**src/rtl/nibble_sub_pkg.sv**
```systemverilog
// nibble_sub_pkg -- shared definitions for the nibble-serial subtractor.
//   NIBBLE_W    : width of one arithmetic slice (bits processed per clock)
//   sub_state_t : controller states (IDLE -> RUN -> DONE -> IDLE)
//   nib_count() : number of slice iterations for a given operand width
package nibble_sub_pkg;

  localparam int NIBBLE_W = 4;

  typedef enum logic [1:0] {
    IDLE = 2'd0,
    RUN  = 2'd1,
    DONE = 2'd2
  } sub_state_t;

  // WIDTH is expected to be a non-zero multiple of NIBBLE_W.
  function automatic int nib_count(input int width);
    return width / NIBBLE_W;
  endfunction

endpackage

```
**src/rtl/nibble_serial_sub_if.sv**
```systemverilog
// nibble_serial_sub_if -- operand/result handshake bundle of the subtractor.
//   start_valid/start_ready : operand handshake (a, b, borrow_in)
//   res_valid/res_ready     : result handshake (diff, borrow_out, zero, overflow)
//   master : the side that supplies operands and consumes results
//   slave  : the subtractor itself
interface nibble_serial_sub_if #(parameter int WIDTH = 16);

  logic             start_valid;
  logic             start_ready;
  logic [WIDTH-1:0] a;
  logic [WIDTH-1:0] b;
  logic             borrow_in;
  logic             res_valid;
  logic             res_ready;
  logic [WIDTH-1:0] diff;
  logic             borrow_out;
  logic             zero;
  logic             overflow;

  modport master (
    output start_valid, a, b, borrow_in, res_ready,
    input  start_ready, res_valid, diff, borrow_out, zero, overflow
  );

  modport slave (
    input  start_valid, a, b, borrow_in, res_ready,
    output start_ready, res_valid, diff, borrow_out, zero, overflow
  );

endinterface

```
**src/rtl/nibble_serial_sub_cla4_slice.sv**
```systemverilog
// cla4_slice -- combinational 4-bit carry-lookahead adder.
//   x, y : addends
//   cin  : carry in
//   s    : sum
//   cout : carry out
// Every carry is written as a flat sum of generate/propagate products so no
// carry depends on another carry output.
module cla4_slice
  import nibble_sub_pkg::*;
(
  input  logic [NIBBLE_W-1:0] x,
  input  logic [NIBBLE_W-1:0] y,
  input  logic                cin,
  output logic [NIBBLE_W-1:0] s,
  output logic                cout
);

  logic [NIBBLE_W-1:0] g_s;
  logic [NIBBLE_W-1:0] p_s;
  logic [NIBBLE_W:0]   c_s;

  // Generate/propagate terms, flat lookahead carries and the sum bits.
  always_comb begin
    g_s = x & y;
    p_s = x ^ y;
    c_s[0] = cin;
    c_s[1] = g_s[0] | (p_s[0] & cin);
    c_s[2] = g_s[1] | (p_s[1] & g_s[0]) | (p_s[1] & p_s[0] & cin);
    c_s[3] = g_s[2] | (p_s[2] & g_s[1]) | (p_s[2] & p_s[1] & g_s[0])
           | (p_s[2] & p_s[1] & p_s[0] & cin);
    c_s[4] = g_s[3] | (p_s[3] & g_s[2]) | (p_s[3] & p_s[2] & g_s[1])
           | (p_s[3] & p_s[2] & p_s[1] & g_s[0])
           | (p_s[3] & p_s[2] & p_s[1] & p_s[0] & cin);
    s    = p_s ^ c_s[NIBBLE_W-1:0];
    cout = c_s[NIBBLE_W];
  end

endmodule

```
**src/rtl/nibble_serial_sub.sv**
```systemverilog
// nibble_serial_sub -- sequential WIDTH-bit subtractor, diff = a - b - borrow_in.
//   clk, rst_n : clock, asynchronous active-low reset
//   bus        : slave side of nibble_serial_sub_if (operand and result handshakes)
// One nibble per clock goes through a single cla4_slice as a + ~b + carry; the
// carry register starts at ~borrow_in and a final carry of 0 means a borrow.
// Result is flagged valid NIB edges after accept and held until res_ready.
module nibble_serial_sub
  import nibble_sub_pkg::*;
#(
  parameter int WIDTH = 16
)
(
  input  logic                clk,
  input  logic                rst_n,
  nibble_serial_sub_if.slave  bus
);

  localparam int NIB   = nib_count(WIDTH);
  localparam int IDX_W = (NIB > 1) ? $clog2(NIB) : 1;
  localparam logic [IDX_W-1:0] IDX_LAST = IDX_W'(NIB - 1);

  sub_state_t          state_r;
  sub_state_t          state_nx_s;
  logic [IDX_W-1:0]    idx_r;
  logic [WIDTH-1:0]    a_r;
  logic [WIDTH-1:0]    b_r;
  logic                carry_r;
  logic [WIDTH-1:0]    diff_r;
  logic                borrow_r;
  logic                zero_r;
  logic                ovf_r;
  logic                start_ready_r;
  logic                res_valid_r;

  int                  nib_base_s;
  logic [NIBBLE_W-1:0] a_nib_s;
  logic [NIBBLE_W-1:0] b_inv_s;
  logic [NIBBLE_W-1:0] sum_s;
  logic                cout_s;
  logic [WIDTH-1:0]    diff_nx_s;

  // Select the current operand nibbles and merge the new sum into the result.
  always_comb begin
    nib_base_s = int'(idx_r) * NIBBLE_W;
    a_nib_s    = a_r[nib_base_s +: NIBBLE_W];
    b_inv_s    = ~b_r[nib_base_s +: NIBBLE_W];
    diff_nx_s  = diff_r;
    diff_nx_s[nib_base_s +: NIBBLE_W] = sum_s;
  end

  cla4_slice u_slice (
    .x    (a_nib_s),
    .y    (b_inv_s),
    .cin  (carry_r),
    .s    (sum_s),
    .cout (cout_s)
  );

  // Controller next-state decode.
  always_comb begin
    state_nx_s = state_r;
    case (state_r)
      IDLE: begin
        if (bus.start_valid) state_nx_s = RUN;
        else                 state_nx_s = IDLE;
      end
      RUN: begin
        if (idx_r == IDX_LAST) state_nx_s = DONE;
        else                   state_nx_s = RUN;
      end
      DONE: begin
        if (bus.res_ready) state_nx_s = IDLE;
        else               state_nx_s = DONE;
      end
      default: state_nx_s = IDLE;
    endcase
  end

  // Controller state register.
  always_ff @(posedge clk or negedge rst_n) begin
    if (!rst_n) state_r <= IDLE;
    else        state_r <= state_nx_s;
  end

  // Handshake outputs registered from the next state so they track it exactly.
  always_ff @(posedge clk or negedge rst_n) begin
    if (!rst_n) begin
      start_ready_r <= 1'b1;
      res_valid_r   <= 1'b0;
    end else begin
      start_ready_r <= (state_nx_s == IDLE);
      res_valid_r   <= (state_nx_s == DONE);
    end
  end

  // Operand capture, nibble iteration and flag capture on the last nibble.
  always_ff @(posedge clk or negedge rst_n) begin
    if (!rst_n) begin
      idx_r    <= {IDX_W{1'b0}};
      a_r      <= {WIDTH{1'b0}};
      b_r      <= {WIDTH{1'b0}};
      carry_r  <= 1'b0;
      diff_r   <= {WIDTH{1'b0}};
      borrow_r <= 1'b0;
      zero_r   <= 1'b0;
      ovf_r    <= 1'b0;
    end else begin
      case (state_r)
        IDLE: begin
          if (bus.start_valid) begin
            a_r     <= bus.a;
            b_r     <= bus.b;
            carry_r <= ~bus.borrow_in;
            idx_r   <= {IDX_W{1'b0}};
          end
        end
        RUN: begin
          diff_r  <= diff_nx_s;
          carry_r <= cout_s;
          if (idx_r == IDX_LAST) begin
            borrow_r <= ~cout_s;
            zero_r   <= (diff_nx_s == {WIDTH{1'b0}});
            // Same-sign operands cannot overflow a subtraction.
            ovf_r    <= (a_r[WIDTH-1] != b_r[WIDTH-1]) &&
                        (diff_nx_s[WIDTH-1] != a_r[WIDTH-1]);
          end else begin
            idx_r <= idx_r + IDX_W'(1);
          end
        end
        DONE: begin
          // Results hold until hand-off and beyond, up to the next accept.
        end
        default: begin
        end
      endcase
    end
  end

  assign bus.start_ready = start_ready_r;
  assign bus.res_valid   = res_valid_r;
  assign bus.diff        = diff_r;
  assign bus.borrow_out  = borrow_r;
  assign bus.zero        = zero_r;
  assign bus.overflow    = ovf_r;

endmodule

```
**src/flat_wrapper.sv**
```systemverilog
// flat-port wrapper written by rule: the top's interface ports become plain ports
module nibble_serial_sub_flat import nibble_sub_pkg::*;
#(
  parameter int WIDTH = 16
)
  (clk, rst_n, bus_start_valid, bus_a, bus_b, bus_borrow_in, bus_res_ready, bus_start_ready, bus_res_valid, bus_diff, bus_borrow_out, bus_zero, bus_overflow);
  nibble_serial_sub_if #(.WIDTH(WIDTH)) bus_i ();
  input  logic clk;
  input  logic rst_n;
  input wire logic [$bits(bus_i.start_valid)-1:0] bus_start_valid;
  input wire logic [$bits(bus_i.a)-1:0] bus_a;
  input wire logic [$bits(bus_i.b)-1:0] bus_b;
  input wire logic [$bits(bus_i.borrow_in)-1:0] bus_borrow_in;
  input wire logic [$bits(bus_i.res_ready)-1:0] bus_res_ready;
  output wire logic [$bits(bus_i.start_ready)-1:0] bus_start_ready;
  output wire logic [$bits(bus_i.res_valid)-1:0] bus_res_valid;
  output wire logic [$bits(bus_i.diff)-1:0] bus_diff;
  output wire logic [$bits(bus_i.borrow_out)-1:0] bus_borrow_out;
  output wire logic [$bits(bus_i.zero)-1:0] bus_zero;
  output wire logic [$bits(bus_i.overflow)-1:0] bus_overflow;
  assign bus_i.start_valid = bus_start_valid;
  assign bus_i.a = bus_a;
  assign bus_i.b = bus_b;
  assign bus_i.borrow_in = bus_borrow_in;
  assign bus_i.res_ready = bus_res_ready;
  assign bus_start_ready = bus_i.start_ready;
  assign bus_res_valid = bus_i.res_valid;
  assign bus_diff = bus_i.diff;
  assign bus_borrow_out = bus_i.borrow_out;
  assign bus_zero = bus_i.zero;
  assign bus_overflow = bus_i.overflow;
  nibble_serial_sub #(.WIDTH(WIDTH)) u_core (.clk(clk), .rst_n(rst_n), .bus(bus_i));
endmodule
```
**config.mk**
```make
export PLATFORM = sky130hd
export DESIGN_NAME = nibble_serial_sub_flat
export DESIGN_NICKNAME = d
export VERILOG_FILES = /design/src/rtl/nibble_sub_pkg.sv /design/src/rtl/nibble_serial_sub_if.sv /design/src/rtl/nibble_serial_sub_cla4_slice.sv /design/src/rtl/nibble_serial_sub.sv /design/src/flat_wrapper.sv
export SDC_FILE = /design/constraint.sdc
export NUM_CORES = 1
export LEC_CHECK = 0
export ABC_AREA = 0
export ABC_CLOCK_PERIOD_IN_PS = 3800
export CORE_UTILIZATION = 51
export DETAILED_ROUTE_END_ITERATION = 8
export PLACE_DENSITY = 0.89
export SETUP_SLACK_MARGIN = 0.15
export SLEW_MARGIN = 10
export SYNTH_ARGS = -nofsm -noshare
export SYNTH_HDL_FRONTEND = slang
export SYNTH_HIERARCHICAL = 1
export SYNTH_SLANG_ARGS = --single-unit
```
**constraint.sdc**
```tcl
create_clock -name clk -period 3.8 [get_ports clk]
set_clock_uncertainty 0.05 [all_clocks]
set_input_delay 0.76 -clock clk [delete_from_list [all_inputs] [get_ports clk]]
set_output_delay 0.76 -clock clk [all_outputs]
set_load 0.03 [all_outputs]
```
# == After elaboration in Yosys (flattened, before gate mapping) ==
# Index checks and enable logic that the tools add are counted.
# totals
word_cells,76
output_inout_bits,21
reg_bits,58
# classes
bitwise,32
reduce_logical,9
eq_ne,8
muxes,10
shift,4
add_sub_neg,2
# ops
operator,count
4-bit negation with 33-bit output,1
4-bit by 33-bit variable shift with 16-bit output (first input constant),1
4-bit by 33-bit variable part select with 16-bit output,1
16-bit by 5-bit variable part select with 4-bit output,2
1-bit bitwise AND,16
16-bit bitwise mux,1
16-bit zero test,1
1-bit bitwise OR,10
2-bit two-way mux,4
4-bit bitwise XOR,2
2-bit equality test (second input constant),3
2-bit case mux with 3 select lines,1
2-bit AND reduction,3
4-bit bitwise AND,1
2-bit zero test,2
2-bit inequality test (second input constant),2
4-bit inverter,1
2-bit case mux with 2 select lines,1
3-bit AND reduction,1
2-bit by 1-bit adder with 2-bit output (second input constant),1
2-bit by 1-bit equality test with 1-bit output (second input constant),1
1-bit two-way mux,2
1-bit inequality test,2
1-bit inverter,2
other kinds (3),3

# == Logic depth before layout (Yosys ltp) ==
# logic_depth
ltp_word,12
depth_mapped,12
mapped_depth_nobuf,10

# == Modules after synthesis ==
# Netlist, hierarchy kept.
# modules_own_cells
module,cells_per_inst,seq_area_each_um2,instances,area_per_inst_um2
nibble_serial_sub,198,1452.6,1,2658.8
cla4_slice,17,0.0,1,147.6

# == Worst setup path after synthesis ==
# Ideal clock, no wire load.
# synth_timing
kind,reg2reg
start,register u_core.idx_r[0]
end,"register u_core.zero_r, in the netlist u_core/bus.zero"
path_slack_ns,0.519
synth_period_minus_slack_ns,3.281
required_ns,3.684
stages_incl_launch_ff,12
t_arrival_ns,3.165
cell_sequence,dfrtp_1 -> buf_4 -> buf_2 -> mux4_2 -> ha_1 -> a21o_1 -> a31o_1 -> xor2_1 -> or3_1 -> a32o_1 -> a211oi_2 -> a32o_2
# synth_between
elab_cells_between_ends,28
cone_classes,1 x add/sub; 1 x eq/ne; 4 x shift; 1 x mux; 19 x bitwise; 2 x reduce/logical
# synth_rtl
element,line_no,text
start: declaration,nibble_serial_sub.sv:24,logic [IDX_W-1:0] idx_r;
start signal: assignment,nibble_serial_sub.sv:99,idx_r <= {IDX_W{1'b0}};
start signal: assignment,nibble_serial_sub.sv:114,idx_r <= {IDX_W{1'b0}};
start signal: assignment,nibble_serial_sub.sv:127,idx_r <= idx_r + IDX_W'(1);
16-bit by 5-bit variable part select with 4-bit output (*),nibble_serial_sub.sv:45,a_nib_s = a_r[nib_base_s +: NIBBLE_W];
net u_core.a_nib_s[2],nibble_serial_sub.sv:36,logic [NIBBLE_W-1:0] a_nib_s;
4-bit bitwise XOR,nibble_serial_sub_cla4_slice.sv:25,p_s = x ^ y;
"1-bit bitwise AND, on equally long branches","nibble_serial_sub_cla4_slice.sv:29, nibble_serial_sub_cla4_slice.sv:30",
"1-bit bitwise OR, or another cell as far along",nibble_serial_sub_cla4_slice.sv:29,c_s[3] = g_s[2] | (p_s[2] & g_s[1]) | (p_s[2] & p_s[1] & g_s[0])
1-bit bitwise OR or 1-bit bitwise AND (tied branches),"nibble_serial_sub_cla4_slice.sv:29, nibble_serial_sub_cla4_slice.sv:30",
1-bit bitwise OR (*),nibble_serial_sub_cla4_slice.sv:30,| (p_s[2] & p_s[1] & p_s[0] & cin);
4-bit bitwise XOR (*),nibble_serial_sub_cla4_slice.sv:34,s = p_s ^ c_s[NIBBLE_W-1:0];
net u_core.sum_s[3],nibble_serial_sub.sv:38,logic [NIBBLE_W-1:0] sum_s;
4-bit by 33-bit variable part select with 16-bit output (*),nibble_serial_sub.sv:48,diff_nx_s[nib_base_s +: NIBBLE_W] = sum_s;
16-bit bitwise mux (*),nibble_serial_sub.sv:48,
16-bit zero test (*),nibble_serial_sub.sv:122,zero_r <= (diff_nx_s == {WIDTH{1'b0}});
end signal: assignment,nibble_serial_sub.sv:122,
end: declaration,nibble_serial_sub.sv:30,logic zero_r;
# Mark *: on every way through the listed nets, which the timed path passes. The rest lies on a longest branch.
# A chain may end at the register's enable or synchronous reset.

# == Worst setup path in the final report ==
# layout_timing
start,register u_core.idx_r[0]
end,"register u_core.zero_r, in the netlist u_core/bus.zero"
# layout_between
elab_cells_between_ends,28
cone_classes,1 x add/sub; 1 x eq/ne; 4 x shift; 1 x mux; 19 x bitwise; 2 x reduce/logical
# layout_rtl
element,line_no,text
16-bit by 5-bit variable part select with 4-bit output (*),nibble_serial_sub.sv:46,b_inv_s = ~b_r[nib_base_s +: NIBBLE_W];
4-bit inverter (*),nibble_serial_sub.sv:46,
net u_core.b_inv_s[0],nibble_serial_sub.sv:37,logic [NIBBLE_W-1:0] b_inv_s;
4-bit bitwise AND or 4-bit bitwise XOR (tied branches),"nibble_serial_sub_cla4_slice.sv:24, nibble_serial_sub_cla4_slice.sv:25",
1-bit bitwise AND,nibble_serial_sub_cla4_slice.sv:28,c_s[2] = g_s[1] | (p_s[1] & g_s[0]) | (p_s[1] & p_s[0] & cin);
1-bit bitwise OR or 1-bit bitwise AND (tied branches),nibble_serial_sub_cla4_slice.sv:28,
1-bit bitwise OR (*),nibble_serial_sub_cla4_slice.sv:28,
4-bit bitwise XOR (*),nibble_serial_sub_cla4_slice.sv:34,
net u_core.sum_s[2],nibble_serial_sub.sv:38,
4-bit by 33-bit variable part select with 16-bit output (*),nibble_serial_sub.sv:48,
16-bit bitwise mux (*),nibble_serial_sub.sv:48,
16-bit zero test (*),nibble_serial_sub.sv:122,
# Marked as above.

==> results.md <==
- Top_reg_cell synth: dfrtp_1
- Slowest cell on crit path: dfrtp_1
- GRT overflow: 0
- Crit path kind: reg -> reg
- Synth Register Bits: 58
- DR vias/cell: 5.79
- Hold-fix buffers, CTS: 0
- Crit path arrival time: about 3600 ps
- Max VDD drop: 0.483 mV
- Synth cell types: 42
- Power Total: between 3000 and 4000 uW
- First-pass GRT wire length: around 10000 um
- # DRC: 0
- Final period util: 0.885
- Share of post-route cells with drive strength above 1: 0.229
- Crit. Startpoint: u_core/idx_r[0]
- Hold Vio Cnt, Final: 0
- Pwr dens: between 1000 and 1500 nW/um^2
- Syn Std Cell Area: between 2000 and 3000 um^2
- Sinks on the clock net: 58
- Setup Viol. Count Final: 0
- Hold_ws: about 460 ps
- Worst slew pin tran: ~810 ps
- Commonest cells after routing, fill and taps aside: 57 x dfrtp_1, 56 x clkdlybuf4s50_1, 33 x mux2_2, 14 x nand2_1
- FP Rows: 26
- Diodes inserted: 0
- Status: finished, final reports clean
- Crit path launch type: register
- Die H: between 70 and 80 um
- RSZ-0062 raised after global routing: no
- HPWL after DPL: 4520 um
- Most common cell after layout, fill and taps aside: dfrtp_1
- Total GRT Usage: 0.231
- Setup Buffers After CTS: 0
- CP endpoint kind: register
- Post-DR wirelength/cell: around 17 um
- Post-route minimum period: about 3400 ps
- Worst min path class: in -> async
- Final Max Tran Viols: 0
- Crit path cell chain: mux4_2, inv_1, ha_1, a21o_1, a21oi_1, xnor2_1, or3_1, a32o_1, a211oi_2, a32o_2
- Initial detailed-routing violation count: between 150 and 200
- TritonCTS clock tree: done
- Crit-path max cell delay: about 560 ps
- Max cap viols: 0
- # port buffers: 57
- Largest net degree at the start of global routing: 38
- Register area share after synthesis: 0.518
- Clk_lat worst skew: roughly 330 ps
- CTS HTree Levels: 3
- Initial antenna violation count: 0
- FILL cells: about 390
- R2R Setup Slk: 440 ps
- TritonRoute pass-1 iters: 4
- Post-DRT Antenna Nets: 0
- Syn Nets: 263
- Synth Warn #: 6
- Total Wirelength: slightly below 6000 um
- Number of global-route vias before repair: around 2200
- Setup TNS: 0 ps
- Ports: 58
- Cells after synthesis: around 220
- Root Driver: clkbuf_8
- Post-CTS Resized: 0
- P_leak: 0.00157 uW
- Rel. slew slack: 0.463
- Max FO, Critical Path: 7
- Max Clock Freq: a little under 300 MHz
- Clock buffer depth: 2
- Worst-path clk slew: 70 ps
- Data required, critical path: approximately 4000 ps
- Mean Syn Cell Area: 13.1 um^2
- Die Area: 5800 um^2
- Die X: around 76 um
- Reg2reg end: u_core/bus.zero
- Core Region: roughly 5200 um^2
- Ys async rst share: 1.00
- Number of flops mapped to enable cells by yosys: 0
- Starting Density: 0.539
- GP Congestion: slightly above 0.9
- FF-to-FF Start: u_core/idx_r[0]
- Nets: roughly 330
- CTS Buf Count: 9
- Routed vias: a little over 2000
- Layout area overhead: 28.7%
- R2R depth: 10
-- metrics by stage --
step	util	cells	worst slack [ps]	area, um^2
global route	0.694	354	291	3610
global placement	0.663	338	636	3450
floorplan	-	215	519	2810
finish	0.694	354	439	3610
CTS	0.694	354	425	3610
detailed placement	0.663	338	515	3450
-- report_power, final --
group	switching, uW	internal, uW	leakage, uW	total [uW]
Combinational	1130	942	0.000768	2070
Clock	240	234	0.0000831	474
Sequential	229	906	0.000720	1140
Total	1600	2080	0.00157	3680
-- sequential cells by signal (all words and copies together), names as in the netlist --
register                cells
u_core/bus.res_valid        1
u_core/bus.diff            16
u_core/bus.overflow         1
u_core/bus.zero             1
u_core/bus.start_ready      1
u_core/state_r              2
u_core/idx_r                2
u_core/carry_r              1
u_core/b_r                 16
u_core/bus.borrow_out       1
u_core/a_r                 16
-- Yosys cell counts (3+ instances only) --
| library cell | number | share of area |
|---|---|---|
| a21oi_1 | 3 | 0.0053 |
| nand2_1 | 14 | 0.019 |
| nor2b_1 | 3 | 0.0067 |
| mux2_2 | 33 | 0.13 |
| nor2_1 | 6 | 0.0080 |
| nand2b_1 | 4 | 0.0089 |
| ha_1 | 10 | 0.045 |
| inv_1 | 13 | 0.017 |
| a21o_1 | 3 | 0.0080 |
| mux4_2 | 8 | 0.064 |
| o21ai_0 | 6 | 0.011 |
| a22o_1 | 13 | 0.041 |
| nor4_1 | 3 | 0.0067 |
| dfrtp_1 | 57 | 0.51 |
| buf_2 | 5 | 0.0089 |
| or3_1 | 3 | 0.0067 |
-- cell type report --
cell class | count | area [um^2] | area share
Clock buffer | 11 | 131 | 0.0364
Clock inverter | 5 | 31.3 | 0.00866
Inverter | 13 | 48.8 | 0.0135
Multi-Input combinational cell | 137 | 1270 | 0.352
Sequential cell | 58 | 1450 | 0.402
Tap cell | 70 | 87.6 | 0.0243
Timing Repair Buffer | 60 | 588 | 0.163
-- cell families after synthesis --
family	synth area share
flops	0.518
simple gates	0.0883
mux	0.197
compound gates	0.106
buf+inv	0.0303
fa+ha+maj	0.0517
xor+xnor	0.00936
-- critical path, delay by kind of cell, from the launching register on --
family | cells | cell delay, ps
fa+ha+maj | 1 | 240
xor+xnor | 1 | 220
flops | 1 | 560
mux | 1 | 550
buf+inv | 1 | 100
compound gates | 5 | 1120
simple gates | 1 | 470
-- metal layers --
layer,global-route usage,up-vias,part of all wire
met4,0.144,0,0.029
li1,-,923,-
met1,0.265,1025,0.38
met3,0.0455,19,0.054
met2,0.396,84,0.54
met5,0,-,0
-- how the worst max path moves through the flow --
stage	cells past startpoint	slack [ps]	endpoint
finish	10	440	u_core/bus.zero
global route	10	290	u_core/bus.zero
CTS	10	430	u_core/bus.zero
detailed placement	10	520	u_core/bus.zero
global placement	9	640	u_core/bus.zero
floorplan	11	520	u_core/bus.zero
(Power assumes the default switching activity.)
==> RTL change, RTL diff (same settings) <==
The 3 states of `sub_state_t` get a one-hot encoding in 3 bits.
--- a/src/rtl/nibble_sub_pkg.sv
+++ b/src/rtl/nibble_sub_pkg.sv
@@ -8,6 +8,6 @@
 
-  typedef enum logic [1:0] {
-    IDLE = 2'd0,
-    RUN  = 2'd1,
-    DONE = 2'd2
+  typedef enum logic [2:0] {
+    IDLE = 3'b001,
+    RUN  = 3'b010,
+    DONE = 3'b100
   } sub_state_t;
Check against the original RTL: no difference found for any inputs over 10 cycles, from zero or initial values and one cycle with rst_n low; not proved beyond that.
==> RTL change against the unedited design <==
Worst setup slack improved by 120 ps. Synthesized area increased by 3.3%. Largest cell class unchanged. Wire length decreased by 2.5%. Design area increased by 2.9%. Largest power group unchanged. Worst hold slack got worse by 13 ps. Non-clock buffer count increased by 1. Sequential cell count increased by 1. Core utilization decreased by 1.9 points. Clock power increased by 5.3%. Total power decreased by 8.3%. Fmax increased by 3.8%.
==> RTL change: results (changes against the unedited design) <==
stage	metric	value	unit	change
run_status	status	completed		
synth	mux cell area share after synthesis	19.4	%	-0.29 points
synth	Net Count, Synth	281		+6.8%
place	hpwl dp	4160	um	-8.0%
cells_and_area	non-clock buffering overhead in the final layout	16.0	%	-0.25 points
cells_and_area	Core Util, Final	67.5	%	-1.9 points
synth	synthesized-area fraction occupied by ao, oa, aoi and oai cells	10.2	%	-0.39 points
global_routing	met3 Resource Use GR	6.82	%	+2.3 points
cells_and_area	number of inverters outside the clock class in the layout	15		+2
routing	wire per inst	15.6	um	-7.7%
cells_and_area	multi-input gate area in the final layout	1320	um2	+3.8%
timing	Final period util	85.2	%	-3.2 points
critical_path	slowest cell on the critical path	sky130_fd_sc_hd__dfrtp_2		
critical_path	worst endpoint data arrival time	3410	ps	-180 ps
global_routing	global-route wire length before repair	10100	um	-0.34%
worst_hold_path	class of the most critical hold timing path	reg2reg		
global_routing	via count of the first global-routing pass	2161		+0.37%
place	routability-driven placement congestion ratio	0.872		-4.0%
routing	count of routing violations after the opening detailed-route iteration	230		+45%
routing	routed via count	2089		+1.9%
synth	share of synthesized cell area in full adder, half adder and majority cells	5.00	%	-0.17 points
global_routing	largest net degree at the start of global routing	48		+26%
timing	actual slew at the worst max-slew pin	1010	ps	+202 ps
pwr	sequential group power	0.00108	W	-5%
synth	Cell variety after synth	43		+2.4%
clock_tree	# clock sinks	59		+1.7%
synth	XOR/XNOR Fraction of Synth Area	0.906	%	-0.030 points
cells_and_area	fraction of layout instances using a drive strength above 1	22.8	%	-0.040 points
cells_and_area	layout filler cell count	403		+4.4%
cells_and_area	number of signal-net buffers in the layout	61		+1.7%
global_routing	total routing resource utilization after global routing	22.4	%	-0.70 points
cells_and_area	clock network contribution to total cell area	4.65	%	+0.14 points
synth	leading cell types by count after synthesis	sky130_fd_sc_hd__dfrtp_1, sky130_fd_sc_hd__mux2_2, sky130_fd_sc_hd__nand2_1, sky130_fd_sc_hd__inv_1, sky130_fd_sc_hd__o21ai_0		
[RTL change: cell count changes in the layout (fill, tap and decap cells not counted), moves of 2 or more]
cell	change
sky130_fd_sc_hd__or3_1	-3
sky130_fd_sc_hd__o41ai_1	+2
sky130_fd_sc_hd__o22ai_1	-2
sky130_fd_sc_hd__o21ai_0	+8
sky130_fd_sc_hd__nand2b_1	-2
sky130_fd_sc_hd__clkbuf_8	+2
sky130_fd_sc_hd__nand3b_1	-2
sky130_fd_sc_hd__nor3_1	+3
sky130_fd_sc_hd__nand2_1	+7
sky130_fd_sc_hd__a22o_1	-6
sky130_fd_sc_hd__inv_1	+2
sky130_fd_sc_hd__nor2b_1	+2
sky130_fd_sc_hd__nor2_1	+4
[RTL change: routing by layer]
metal	share of wire (%)	wire length [um]
met2	50	2900
met1	42	2450
met3	5.7	329
met5	0	0
met4	2.4	142
